[config.mk]
export PLATFORM = sky130hd
export DESIGN_NAME = out_mem_reader
export DESIGN_NICKNAME = d
export VERILOG_FILES = /design/src/rtl/img_pkg.sv /design/src/rtl/pix_fifo.sv /design/src/rtl/out_mem_reader.sv
export SDC_FILE = /design/constraint.sdc
export NUM_CORES = 1
export LEC_CHECK = 0
export ABC_CLOCK_PERIOD_IN_PS = 5060
export CAP_MARGIN = 20
export CORE_MARGIN = 2
export CORE_UTILIZATION = 42
export DETAILED_ROUTE_END_ITERATION = 8
export PLACE_DENSITY = 0.61
export SYNTH_ARGS = -nofsm -noshare
export SYNTH_HDL_FRONTEND = slang
export SYNTH_SLANG_ARGS = --single-unit
[constraint.sdc]
create_clock -name clk -period 5.06 [get_ports clk]
set_input_delay 1.012 -clock clk [delete_from_list [all_inputs] [get_ports clk]]
set_output_delay 1.012 -clock clk [all_outputs]
set_load 0.005 [all_outputs]
[src/rtl/img_pkg.sv]
// Shared image constants and readback FSM state encodings.
// Latency: n/a (declarations only).
// Backpressure: n/a.
package img_pkg;

    // Frame geometry defaults. The copy controller uses the same values.
    localparam int IMG_WIDTH  = 800;
    localparam int IMG_HEIGHT = 600;
    localparam int IMG_SIZE   = IMG_WIDTH * IMG_HEIGHT;

    typedef enum logic [1:0] {
        S_IDLE  = 2'd0,
        S_READ  = 2'd1,
        S_DRAIN = 2'd2,
        S_DONE  = 2'd3
    } rd_state_t;

endpackage

[src/rtl/pix_fifo.sv]
// Synchronous first-word-fall-through FIFO for pixels (DATA_W x DEPTH).
// Latency: a push is visible at the head on the cycle after the push edge.
// Backpressure: pop is ignored when empty; push is dropped when full and not popping.
// Ports: clk/rst, push + push_data in, pop in, head/head_vld/occ out.
module pix_fifo #(
    parameter int DATA_W = 24,
    parameter int DEPTH  = 4
) (
    input  logic                       clk,
    input  logic                       rst,
    input  logic                       push,
    input  logic [DATA_W-1:0]          push_data,
    input  logic                       pop,
    output logic [DATA_W-1:0]          head,
    output logic                       head_vld,
    output logic [$clog2(DEPTH):0]     occ
);

    localparam int PTR_W = $clog2(DEPTH);
    localparam int OCC_W = PTR_W + 1;
    localparam logic [OCC_W-1:0] FULL_OCC = OCC_W'(DEPTH);

    logic [DATA_W-1:0] mem [DEPTH];
    logic [PTR_W-1:0]  wr_ptr;
    logic [PTR_W-1:0]  rd_ptr;
    logic              push_q;
    logic              pop_q;

    assign head_vld = (occ != '0);
    assign head     = mem[rd_ptr];
    assign pop_q    = pop && head_vld;
    assign push_q   = push && ((occ != FULL_OCC) || pop_q);

    // Storage needs no reset: occ gates every read of it.
    always_ff @(posedge clk) begin
        if (push_q) begin
            mem[wr_ptr] <= push_data;
        end
    end

    // DEPTH is a power of two, so the pointers wrap naturally.
    always_ff @(posedge clk or posedge rst) begin
        if (rst) begin
            wr_ptr <= '0;
            rd_ptr <= '0;
            occ    <= '0;
        end else begin
            if (push_q) begin
                wr_ptr <= wr_ptr + PTR_W'(1);
            end
            if (pop_q) begin
                rd_ptr <= rd_ptr + PTR_W'(1);
            end
            case ({push_q, pop_q})
                2'b10:   occ <= occ + OCC_W'(1);
                2'b01:   occ <= occ - OCC_W'(1);
                default: occ <= occ;
            endcase
        end
    end

endmodule

[src/rtl/out_mem_reader.sv]
// Reads the whole output image out of out_mem in raster order and streams it as pixels.
// Latency: start sampled high -> first read next cycle -> pix_valid 3 cycles after start.
// Backpressure: reads are throttled so FIFO + in-flight never exceed FIFO_DEPTH; no data lost.
// Ports: clk/rst, start, out_mem read port (en/read/write/addr/rdata),
//        pixel stream (valid/ready/data + sol/eol/sof/eof), busy/done status.
module out_mem_reader
    import img_pkg::*;
#(
    parameter int WIDTH      = IMG_WIDTH,
    parameter int HEIGHT     = IMG_HEIGHT,
    parameter int DATA_W     = 24,
    parameter int ADDR_W     = 32,
    parameter int FIFO_DEPTH = 4
) (
    input  logic              clk,
    input  logic              rst,
    input  logic              start,
    output logic              en_out_mem,
    output logic              out_mem_read,
    output logic              out_mem_write,
    output logic [ADDR_W-1:0] out_mem_addr,
    input  logic [DATA_W-1:0] out_mem_rdata,
    output logic              pix_valid,
    input  logic              pix_ready,
    output logic [DATA_W-1:0] pix_data,
    output logic              pix_sol,
    output logic              pix_eol,
    output logic              pix_sof,
    output logic              pix_eof,
    output logic              busy,
    output logic              done
);

    localparam int SIZE  = WIDTH * HEIGHT;
    localparam int OCC_W = $clog2(FIFO_DEPTH) + 1;

    localparam logic [ADDR_W-1:0] LAST_ADDR = ADDR_W'(SIZE - 1);
    localparam logic [31:0]       COL_LAST  = 32'(WIDTH - 1);
    localparam logic [31:0]       ROW_LAST  = 32'(HEIGHT - 1);
    localparam logic [31:0]       DEPTH_L   = FIFO_DEPTH;

    rd_state_t         state;
    logic [ADDR_W-1:0] next_addr;
    logic              inflight;
    logic [DATA_W-1:0] fifo_head;
    logic              fifo_vld;
    logic [OCC_W-1:0]  occ;
    logic              pop;
    logic [31:0]       pending;
    logic              can_issue;
    logic              drain_empty;
    logic [31:0]       col;
    logic [31:0]       row;

    assign out_mem_read  = en_out_mem;
    assign out_mem_write = 1'b0;

    assign pop = fifo_vld && pix_ready;

    // Slots that will be committed after this edge: what sits in the FIFO, the read
    // returning now, and the read being issued now, minus the pixel leaving now.
    // A new read is only issued if that leaves room for it.
    assign pending   = 32'(occ) + 32'(inflight) + 32'(en_out_mem) - 32'(pop);
    assign can_issue = (pending < DEPTH_L);

    // Nothing outstanding and the last pixel is either gone or leaving this cycle.
    assign drain_empty = !inflight && !en_out_mem &&
                         ((occ == '0) || ((occ == OCC_W'(1)) && pop));

    always_ff @(posedge clk or posedge rst) begin
        if (rst) begin
            state        <= S_IDLE;
            en_out_mem   <= 1'b0;
            out_mem_addr <= '0;
            next_addr    <= '0;
            busy         <= 1'b0;
            done         <= 1'b0;
        end else begin
            case (state)
                S_IDLE, S_DONE: begin
                    en_out_mem <= 1'b0;
                    // FIFO is empty here, so address 0 can be issued immediately.
                    if (start) begin
                        state        <= (SIZE == 1) ? S_DRAIN : S_READ;
                        en_out_mem   <= 1'b1;
                        out_mem_addr <= '0;
                        next_addr    <= ADDR_W'(1);
                        busy         <= 1'b1;
                        done         <= 1'b0;
                    end
                end
                S_READ: begin
                    if (can_issue) begin
                        en_out_mem   <= 1'b1;
                        out_mem_addr <= next_addr;
                        next_addr    <= next_addr + ADDR_W'(1);
                        if (next_addr == LAST_ADDR) begin
                            state <= S_DRAIN;
                        end
                    end else begin
                        en_out_mem <= 1'b0;
                    end
                end
                S_DRAIN: begin
                    en_out_mem <= 1'b0;
                    if (drain_empty) begin
                        state <= S_DONE;
                        busy  <= 1'b0;
                        done  <= 1'b1;
                    end
                end
                default: begin
                    state      <= S_IDLE;
                    en_out_mem <= 1'b0;
                    busy       <= 1'b0;
                    done       <= 1'b0;
                end
            endcase
        end
    end

    // Read data is valid one cycle after the enable; clearing this on reset is what
    // discards data still returning from a read issued before the reset.
    always_ff @(posedge clk or posedge rst) begin
        if (rst) begin
            inflight <= 1'b0;
        end else begin
            inflight <= en_out_mem;
        end
    end

    pix_fifo #(
        .DATA_W (DATA_W),
        .DEPTH  (FIFO_DEPTH)
    ) u_pix_fifo (
        .clk       (clk),
        .rst       (rst),
        .push      (inflight),
        .push_data (out_mem_rdata),
        .pop       (pop),
        .head      (fifo_head),
        .head_vld  (fifo_vld),
        .occ       (occ)
    );

    // Position of the head pixel; advances only on an accepted pixel.
    always_ff @(posedge clk or posedge rst) begin
        if (rst) begin
            col <= '0;
            row <= '0;
        end else if (pop) begin
            if (col == COL_LAST) begin
                col <= '0;
                row <= (row == ROW_LAST) ? '0 : row + 32'd1;
            end else begin
                col <= col + 32'd1;
            end
        end
    end

    // Everything on the stream is forced to 0 while no pixel is at the head.
    assign pix_valid = fifo_vld;
    assign pix_data  = fifo_vld ? fifo_head : '0;
    assign pix_sol   = fifo_vld && (col == '0);
    assign pix_eol   = fifo_vld && (col == COL_LAST);
    assign pix_sof   = fifo_vld && (col == '0) && (row == '0);
    assign pix_eof   = fifo_vld && (col == COL_LAST) && (row == ROW_LAST);

endmodule

==> results of run 1 <==
cells in the final DEF, fill, tap and decap left out, types with 5 or more instances in the layout:
cell type,netlist,layout
clkbuf_16,0,27
o31ai_1,6,6
nor2_1,27,25
o21ai_0,24,23
or3_1,18,18
dfrtp_1,141,141
clkbuf_1,16,6
inv_1,23,22
or4_1,10,10
and3_1,20,20
clkdlybuf4s50_1,0,92
a21oi_1,28,28
nor3_1,6,6
xnor2_1,52,52
and4_1,16,16
buf_4,4,15
nor4_1,19,19
nand3_1,37,37
nand4_1,24,24
ha_1,22,22
clkinv_2,0,7
edfxtp_1,96,96
xor2_1,18,18
mux2i_1,5,5
a22o_1,34,34
mux4_2,24,24
and2_1,38,38
nand2_1,42,42
how the worst max path moves through the flow:
stage	end	slack, ns	start	cells after the start
floorplan	busy$_DFFE_PP0P_	0.27	rst	1
global placement	next_addr[8]$_DFFE_PP0P_	0.67	pix_ready	12
detailed placement	next_addr[8]$_DFFE_PP0P_	0.61	pix_ready	12
CTS	next_addr[8]$_DFFE_PP0P_	0.90	u_pix_fifo.occ[1]$_DFFE_PP0P_	15
global route	next_addr[8]$_DFFE_PP0P_	0.52	u_pix_fifo.occ[1]$_DFFE_PP0P_	15
finish	next_addr[8]$_DFFE_PP0P_	0.87	u_pix_fifo.occ[1]$_DFFE_PP0P_	15
stage by stage:
step | util (%) | total power [mW] | instances
final | 51.26 | 6.123 | 1257
after global routing | 51.26 | 6.476 | 1257
after CTS | 51.26 | 6.215 | 1257
after detailed placement | 47.62 | 4.216 | 1209
after global placement | 47.62 | 4.191 | 1209
after floorplan | - | 3.509 | 804
cell families (layout without fill, tap and decap cells):
| logic type | Yosys count | in the layout | synth area share (%) |
|---|---|---|---|
| AOI/OAI and AO/OA | 116 | 116 | 7.897 |
| xor gates and xnor gates | 70 | 70 | 5.793 |
| adders and majority gates | 22 | 22 | 2.601 |
| buffers and inverters | 55 | 178 | 2.293 |
| DFF | 237 | 237 | 60.57 |
| muxes | 30 | 30 | 5.722 |
| other | 1 | 1 | 0.03543 |
| and+or+nand+nor | 273 | 273 | 15.08 |
per-layer routing:
| layer | wire (um) | global-route usage, % |
|---|---|---|
| met1 | 10370 | 24.67 |
| met2 | 9933 | 26.19 |
| met3 | 789 | 2.419 |
| met4 | 366 | 4.183 |
| met5 | 0 | 0 |
flip-flops by register name, summed over array words and instances, names as in the netlist:
name,flops
u_pix_fifo.mem,96
col,32
next_addr,32
out_mem_addr,32
row,32
u_pix_fifo.occ,3
state,2
u_pix_fifo.rd_ptr,2
u_pix_fifo.wr_ptr,2
busy,1
done,1
en_out_mem,1
inflight,1
cell type report:
class,count,share of cell area [%]
inverters,23,0.7138
multi-input cells,512,30.78
clock inverters,11,1.212
well taps,330,3.227
repair buffers,107,8.077
clock buffers,37,5.886
flip-flops and latches,237,50.10
worst max-delay path, cell delays in order (launching register included):
cell and delay, ns:
dfrtp_1 0.42, inv_1 0.16, ha_1 0.21, nor2b_1 0.34
inv_1 0.10, nand2_1 0.17, inv_1 0.16, ha_1 0.30
inv_1 0.04, ha_1 0.30, a211oi_4 0.37, o41ai_4 0.18
o21ai_2 0.74, buf_4 0.37, o31ai_1 0.11, a21oi_1 0.13
power by group:
part	leakage, nW	total, mW	internal [mW]	switching (mW)
logic	1.82	1.78	0.858	0.920
registers	2.79	2.37	2.24	0.133
clock network	0.452	1.97	1.24	0.735
==> reports/summary.txt, run 1 <==
Fmax -> 238.8 MHz
# clock sinks -> 237
VDD IR max -> 0.2689 mV
First-pass GRT wire length -> 35940 um
Detail Route Antenna Nets -> 0
Pre-Repair DR Iteration Count -> 5
Number of global-route vias before repair -> 6721
Relative slew slack -> 33.55%
Hpwl dp -> 13660 um
Root buf cell -> clkbuf_16
Ports -> 94
H-tree depth -> 1
Netlist cell types -> 58
CTS tree -> built
Register area -> 6411 um^2
Hold_ws -> 0.4768 ns
Filler cell count -> 2207
Mapped Area -> 10580 um^2
I/O Buffers -> 92
Final Slew Violations -> 0
Clock latency at the later pin of the worst-skew pair -> 0.53 ns
Asr flop ratio synth -> 59.49%
Power Density -> 478.5 nW/um^2
Tot GR Track Use -> 16.72%
Unrepaired setup endpoints after global routing -> no
Flops & latches, synth -> 237
Status -> finished clean
Crit share post-route -> 82.75%
Die area -> 26490 um^2
Worst hold path type -> flop to flop
Drt wl/cell -> 17.07 um
Initial Util -> 42.40%
Share of post-route cells with drive strength above 1 -> 10.68%
Multi-input gate area -> 3939 um^2
Syn nets -> 854
Clock-pin slew on the worst setup and hold paths -> 0.06 ns
Rows -> 58
Final worst setup slack -> 0.8729 ns
Syn. warnings -> 0
Critical path endpoint category -> flop
Reg2reg path depth -> 15
Longest Clk Path Bufs -> 3
Startpoint Class -> flop
Layout Skew -> 0.01902 ns
Drt first-iter violations -> 332
Setup violations, final -> 0
Overall die width -> 162.7 um
Core box area -> 24960 um^2
Post-synth top area share -> 33.34%
Setup TNS Final -> 0 ns
Cts bufs inserted -> 26
Vias -> 6750
Top cells by area, synth -> dfrtp_1, edfxtp_1, mux4_2
Post-synth EDFFs -> 96
Final min period -> 4.187 ns
Top cells by count, synth -> dfrtp_1, edfxtp_1, xnor2_1
Layout Cell Area excl Fill -> 12800 um^2
Hold path start -> u_pix_fifo.rd_ptr[1]$_DFFE_PP0P_
Initial antenna violation count -> 0
DP Area -> 11890 um^2
Reg-to-reg slack, setup -> 0.87 ns
Largest net degree at the start of global routing -> 92
Hold_buf cts -> 0
WL final -> 21460 um
Post-cts sizing count -> 0
Final Hold Violating Endpoints -> 0
RR Endpoint -> next_addr[8]$_DFFE_PP0P_
Ys flop type -> dfrtp_1
Mapped Cells -> 804
Worst-path maximum fanout -> 22
Pre-CTS setup slack -> 0.6140 ns
Maxcap violations -> 0
CP required -> 5.51 ns
Vias/cell -> 5.370
Hold Crit Endpoint -> u_pix_fifo.rd_ptr[1]$_DFFE_PP0P_
Die height -> 162.7 um
GR Overflow Total -> 0
DR DRC count -> 0
Critical path type -> flop to flop
Syn Area/Cell -> 13.16 um^2
FF-to-FF Start -> u_pix_fifo.occ[1]$_DFFE_PP0P_
Worst slew pin tran -> 0.9885 ns
Final nets -> 957
Cell taking the most area after synthesis -> dfrtp_1
Post-CTS Setup Inserts -> 0
Arrival @ worst endpoint -> 4.64 ns
Routability cong. -> 0.7836
Seq/Total Area, Yosys -> 60.57%
Hold Path Stages -> 1
ANT cells -> 0
Top-count cell post-synth -> dfrtp_1
Static leakage -> 5.064 nW
Layout area overhead -> 20.90%
Note: power is estimated with default switching activity, not from simulation.
==> run 2, diff against run 1 <==
- ABC_CLOCK_PERIOD_IN_PS: 5060 -> 4150
- PLACE_DENSITY: 0.61 -> 0.58
- clock period: 5.06 -> 4.15 ns (I/O delays scaled with it)
==> run 2 against run 1 <==
Net effect: final area up 0.11%; highest routed layer unchanged; setup slack worse by 0.55 ns; clock power up 16%.
==> reports/summary.txt, run 2 (synthesized netlist as in run 1, its figures left out) <==
Final worst setup slack -> 0.3201 ns
Slowest CP cell -> nor4_1
Post-CTS Setup Inserts -> 0
Crit path cell chain -> nor4_2 > nand4_2 > nor4_1 > and4_1 > clkdlybuf4s50_1
Layout Skew -> 0.02779 ns
Cts bufs inserted -> 26
Initial Util -> 42.40%
Final nets -> 964
I/O Buffers -> 92
CTS tree -> built
Pre-CTS setup slack -> 0.1462 ns
VDD IR max -> 0.2812 mV
Most flop-heavy register -> u_pix_fifo.mem
Final Slew Violations -> 0
Final min period -> 3.830 ns
First-pass GRT wire length -> 35590 um
Final Hold Violating Endpoints -> 0
Core box area -> 24960 um^2
Routability cong. -> 0.7927
CP required -> 3.32 ns
Worst-path maximum fanout -> 9
Layout area overhead -> 21.03%
Largest net degree at the start of global routing -> 96
Relative slew slack -> 54.27%
ANT cells -> 0
Register area -> 6412 um^2
Post-cts sizing count -> 0
Clock share of power -> 30.8%
Die height -> 162.7 um
Maxcap violations -> 0
Multi-input gate area -> 3943 um^2
Setup violations, final -> 0
Worst slew pin tran -> 0.6808 ns
Routing usage on met3 -> 2.725%
Clock latency at the later pin of the worst-skew pair -> 0.53 ns
Switching Fraction -> 30.26%
Tot GR Track Use -> 16.57%
Fmax -> 261.1 MHz
Initial antenna violation count -> 0
Unrepaired setup endpoints after global routing -> no
Commonest cells after routing, fill and taps aside -> dfrtp_1, edfxtp_1, clkdlybuf4s50_1, xnor2_1, nand2_1
Status -> finished clean
Setup TNS Final -> 0 ns
Max reg flops -> 96
Drt wl/cell -> 17.08 um
Pre-Repair DR Iteration Count -> 7
Drt first-iter violations -> 442
Vias -> 6801
Hold_buf cts -> 0
Hpwl dp -> 13930 um
Rows -> 58
Overall die width -> 162.7 um
Critical path endpoint category -> primary output
WL final -> 21570 um
Critical path type -> flop to primary output
Met2 GRT Util -> 26.44%
# clock sinks -> 237
Vias/cell -> 5.385
H-tree depth -> 1
Die area -> 26490 um^2
Share of post-route cells with drive strength above 1 -> 11.58%
DR DRC count -> 0
Switch Pwr -> 2.238 mW
Static leakage -> 5.053 nW
Reg power frac -> 39.4%
End-of-flow core utilization -> 51.31%
Filler cell count -> 2203
Cell internal pwr -> 5.158 mW
Number of global-route vias before repair -> 6791
Longest Clk Path Bufs -> 3
GR peak layer -> met2
Crit share post-route -> 92.29%
Worst hold path type -> flop to flop
Ports -> 94
GR Overflow Total -> 0
Startpoint Class -> flop
GRT met1 Usage -> 23.80%
Root buf cell -> clkbuf_16
Arrival @ worst endpoint -> 3.00 ns
Most common cell after layout, fill and taps aside -> dfrtp_1
Combinational share of power -> 29.8%
Detail Route Antenna Nets -> 0
Clock-pin slew on the worst setup and hold paths -> 0.06 ns
Crit-path max cell delay -> 0.60 ns
Power Density -> 577.4 nW/um^2
-- run 2: cell count changes in the layout (fill, tap and decap cells not counted), moves of 2 or more --
cell / change
buf_4: +6
clkbuf_1: -5
clkinv_1: +5
clkbuf_8: -4
clkinvlp_4: +4
clkinv_2: -3
clkinv_4: +2
-- run 2: cell type report --
type                    instances  share of cell area, %
repair buffers                114                  8.576
flip-flops and latches        237                  50.06
clock buffers                  27                  5.108
inverters                      23                 0.7033
well taps                     330                  3.223
multi-input cells             512                  30.78
clock inverters                20                  1.553
-- run 2: worst max-delay path: cells and delay by family, from the launching register on --
| family | cells | cell delay (ns) |
|---|---|---|
| buffers and inverters | 1 | 0.51 |
| flip-flops | 1 | 0.45 |
| AND/OR/NAND/NOR | 4 | 1.51 |
-- run 2: metrics by stage --
| stage | instances | power (mW) | cell area (um^2) | hold slack [ns] |
|---|---|---|---|---|
| finish | 1263 | 7.396 | 12810 | 0.4840 |
| global route | 1263 | 7.832 | 12810 | 0.5073 |
| CTS | 1263 | 7.514 | 12810 | 0.4878 |
| detailed placement | 1216 | 5.201 | 11950 | 0.4737 |
| global placement | 1216 | 5.179 | 11950 | 0.4731 |
| floorplan | 804 | 4.278 | 10590 | 0.4468 |
-- run 2: final timing paths --
check / startpoint / to / slack [ns] / cells after the start
max: col[28]$_DFFE_PP0P_ / pix_sof / 0.32 / 5
min: row[31]$_DFFE_PP0P_ / row[31]$_DFFE_PP0P_ / 0.48 / 1
max reg2reg: u_pix_fifo.occ[1]$_DFFE_PP0P_ / next_addr[29]$_DFFE_PP0P_ / 0.41 / 14
min reg2reg: row[31]$_DFFE_PP0P_ / row[31]$_DFFE_PP0P_ / 0.48 / 1
max in group asynchronous: rst / col[0]$_DFFE_PP0P_ / 2.58 / 3
min in group asynchronous: rst / col[24]$_DFFE_PP0P_ / 0.70 / 2
-- run 2: power groups by stage --
stage / Combinational (mW) / Sequential, mW / Clock (mW)
after detailed placement: 2.24 / 2.96 / 0
final: 2.21 / 2.91 / 2.28
after global routing: 2.44 / 2.95 / 2.45
after CTS: 2.25 / 2.92 / 2.35
after global placement: 2.22 / 2.96 / 0
after floorplan: 1.40 / 2.88 / 0
-- run 2: routing by layer --
metal | share of wire, % | wire [um]
met1 | 47 | 10120
met2 | 47 | 10220
met3 | 3.8 | 828
met4 | 1.9 | 401
met5 | 0 | 0
==> run 3, diff against run 2 <==
- CTS_BUF_LIST: unset -> sky130_fd_sc_hd__clkbuf_8
==> run 3 against run 2 <==
Net effect: global-route usage increased by 0.34 points; highest routed layer unchanged; sequential share of layout area increased by 0.24 points; critical path type unchanged; final cell count increased by 2.3%; clock skew increased by 0.0029 ns; largest power group unchanged; hold slack improved by 0.00085 ns.
==> reports/summary.txt, run 3 (synthesized netlist as in run 1, its figures left out) <==
Worst hold path type -> flop to flop
Final min period -> 3.838 ns
Unrepaired setup endpoints after global routing -> no
GR Overflow Total -> 0
Initial Util -> 42.40%
Drt wl/cell -> 16.87 um
CP required -> 3.32 ns
WL final -> 21790 um
Hold_buf cts -> 0
Startpoint Class -> flop
Hold Path Stages -> 1
Final Non-Filler Cells -> 1292
Clock-pin slew on the worst setup and hold paths -> 0.05 ns
Ports -> 94
First-pass GRT wire length -> 36020 um
Core box area -> 24960 um^2
Vias -> 6901
Final worst setup slack -> 0.3124 ns
Largest net degree at the start of global routing -> 96
Die height -> 162.7 um
Critical path type -> flop to primary output
Relative slew slack -> 55.32%
Hold_ws -> 0.4849 ns
Power Density -> 558.6 nW/um^2
Fmax -> 260.6 MHz
Longest Clk Path Bufs -> 3
Share of post-route cells with drive strength above 1 -> 12.79%
# clock sinks -> 237
Worst slew pin tran -> 0.6651 ns
Initial antenna violation count -> 0
Setup violations, final -> 0
Pre-Repair DR Iteration Count -> 4
Most common cell after layout, fill and taps aside -> dfrtp_1
Detail Route Antenna Nets -> 0
Drt first-iter violations -> 474
Layout Cell Area excl Fill -> 12750 um^2
Most flop-heavy register -> u_pix_fifo.mem
Routability cong. -> 0.7927
Design Power -> 7.122 mW
Maxcap violations -> 0
Overall die width -> 162.7 um
Number of global-route vias before repair -> 7006
Final Hold Violating Endpoints -> 0
Final Slew Violations -> 0
Layout area overhead -> 20.46%
Tot GR Track Use -> 16.91%
Reg2reg path depth -> 14
Placed Cells -> 1216
VDD IR max -> 0.2959 mV
I/O Buffers -> 92
Final nets -> 980
DR DRC count -> 0
Commonest cells after routing, fill and taps aside -> dfrtp_1, edfxtp_1, clkdlybuf4s50_1, xnor2_1, clkbuf_8
Root buf cell -> clkbuf_8
Pre-CTS setup slack -> 0.1462 ns
DP Area -> 11950 um^2
Max reg flops -> 96
Layout Skew -> 0.03070 ns
Crit share post-route -> 92.47%
Cts bufs inserted -> 42
CTS tree -> built
Hpwl dp -> 13930 um
ANT cells -> 0
End-of-flow core utilization -> 51.07%
Worst-path maximum fanout -> 9
Status -> finished clean
Rows -> 58
Static leakage -> 5.111 nW
Setup TNS Final -> 0 ns
Clock latency at the later pin of the worst-skew pair -> 0.55 ns
H-tree depth -> 2
Arrival @ worst endpoint -> 3.01 ns
Vias/cell -> 5.341
Die area -> 26490 um^2
Critical path endpoint category -> primary output
Filler cell count -> 2241
run 3: area by class of cell:
type / instances / area [um^2] / area share, %
Tap cell: 330 / 412.9 / 3.238
Multi-Input combinational cell: 512 / 3943 / 30.92
Inverter: 23 / 90.09 / 0.7066
Clock inverter: 27 / 118.9 / 0.9323
Sequential cell: 237 / 6412 / 50.29
Clock buffer: 49 / 674.4 / 5.290
Timing Repair Buffer: 114 / 1099 / 8.616
run 3: worst paths after layout:
path                                                     from                         to  slack (ns)
worst max-delay path                      col[28]$_DFFE_PP0P_                    pix_sof        0.31
worst min-delay path                      row[31]$_DFFE_PP0P_        row[31]$_DFFE_PP0P_        0.48
worst max register to register  u_pix_fifo.occ[1]$_DFFE_PP0P_  next_addr[25]$_DFFE_PP0P_        0.42
worst min register to register            row[31]$_DFFE_PP0P_        row[31]$_DFFE_PP0P_        0.48
max in group asynchronous                                 rst         col[0]$_DFFE_PP0P_        2.60
min in group asynchronous                                 rst        row[14]$_DFFE_PP0P_        0.69
run 3: metal layers:
layer | track usage, % | vias up | share of wire (%)
li1 | - | 3279 | -
met1 | 23.65 | 3456 | 47
met2 | 26.50 | 136 | 47
met3 | 3.412 | 30 | 4.4
met4 | 5.712 | 0 | 1.6
met5 | 0 | - | 0
run 3: timing repair:
item / CTS / global route
endpoints found under the setup margin: 0 / 2
setup buffers: 0 / 0
gates resized for setup: 0 / 2
run 3: power breakdown:
| group | total (mW) | internal [mW] | switching, mW | leakage [nW] |
|---|---|---|---|---|
| sequential | 2.92 | 2.73 | 0.182 | 2.79 |
| combinational | 2.20 | 1.09 | 1.12 | 1.86 |
| clock | 2.00 | 1.08 | 0.926 | 0.466 |
| total | 7.12 | 4.90 | 2.22 | 5.11 |
run 3: worst max-delay path: stages, from the launching register on:
cell             delay [ns]
dfrtp_1                0.45
nor4_2                 0.33
nand4_2                0.30
nor4_1                 0.61
and4_1                 0.29
clkdlybuf4s50_1        0.51
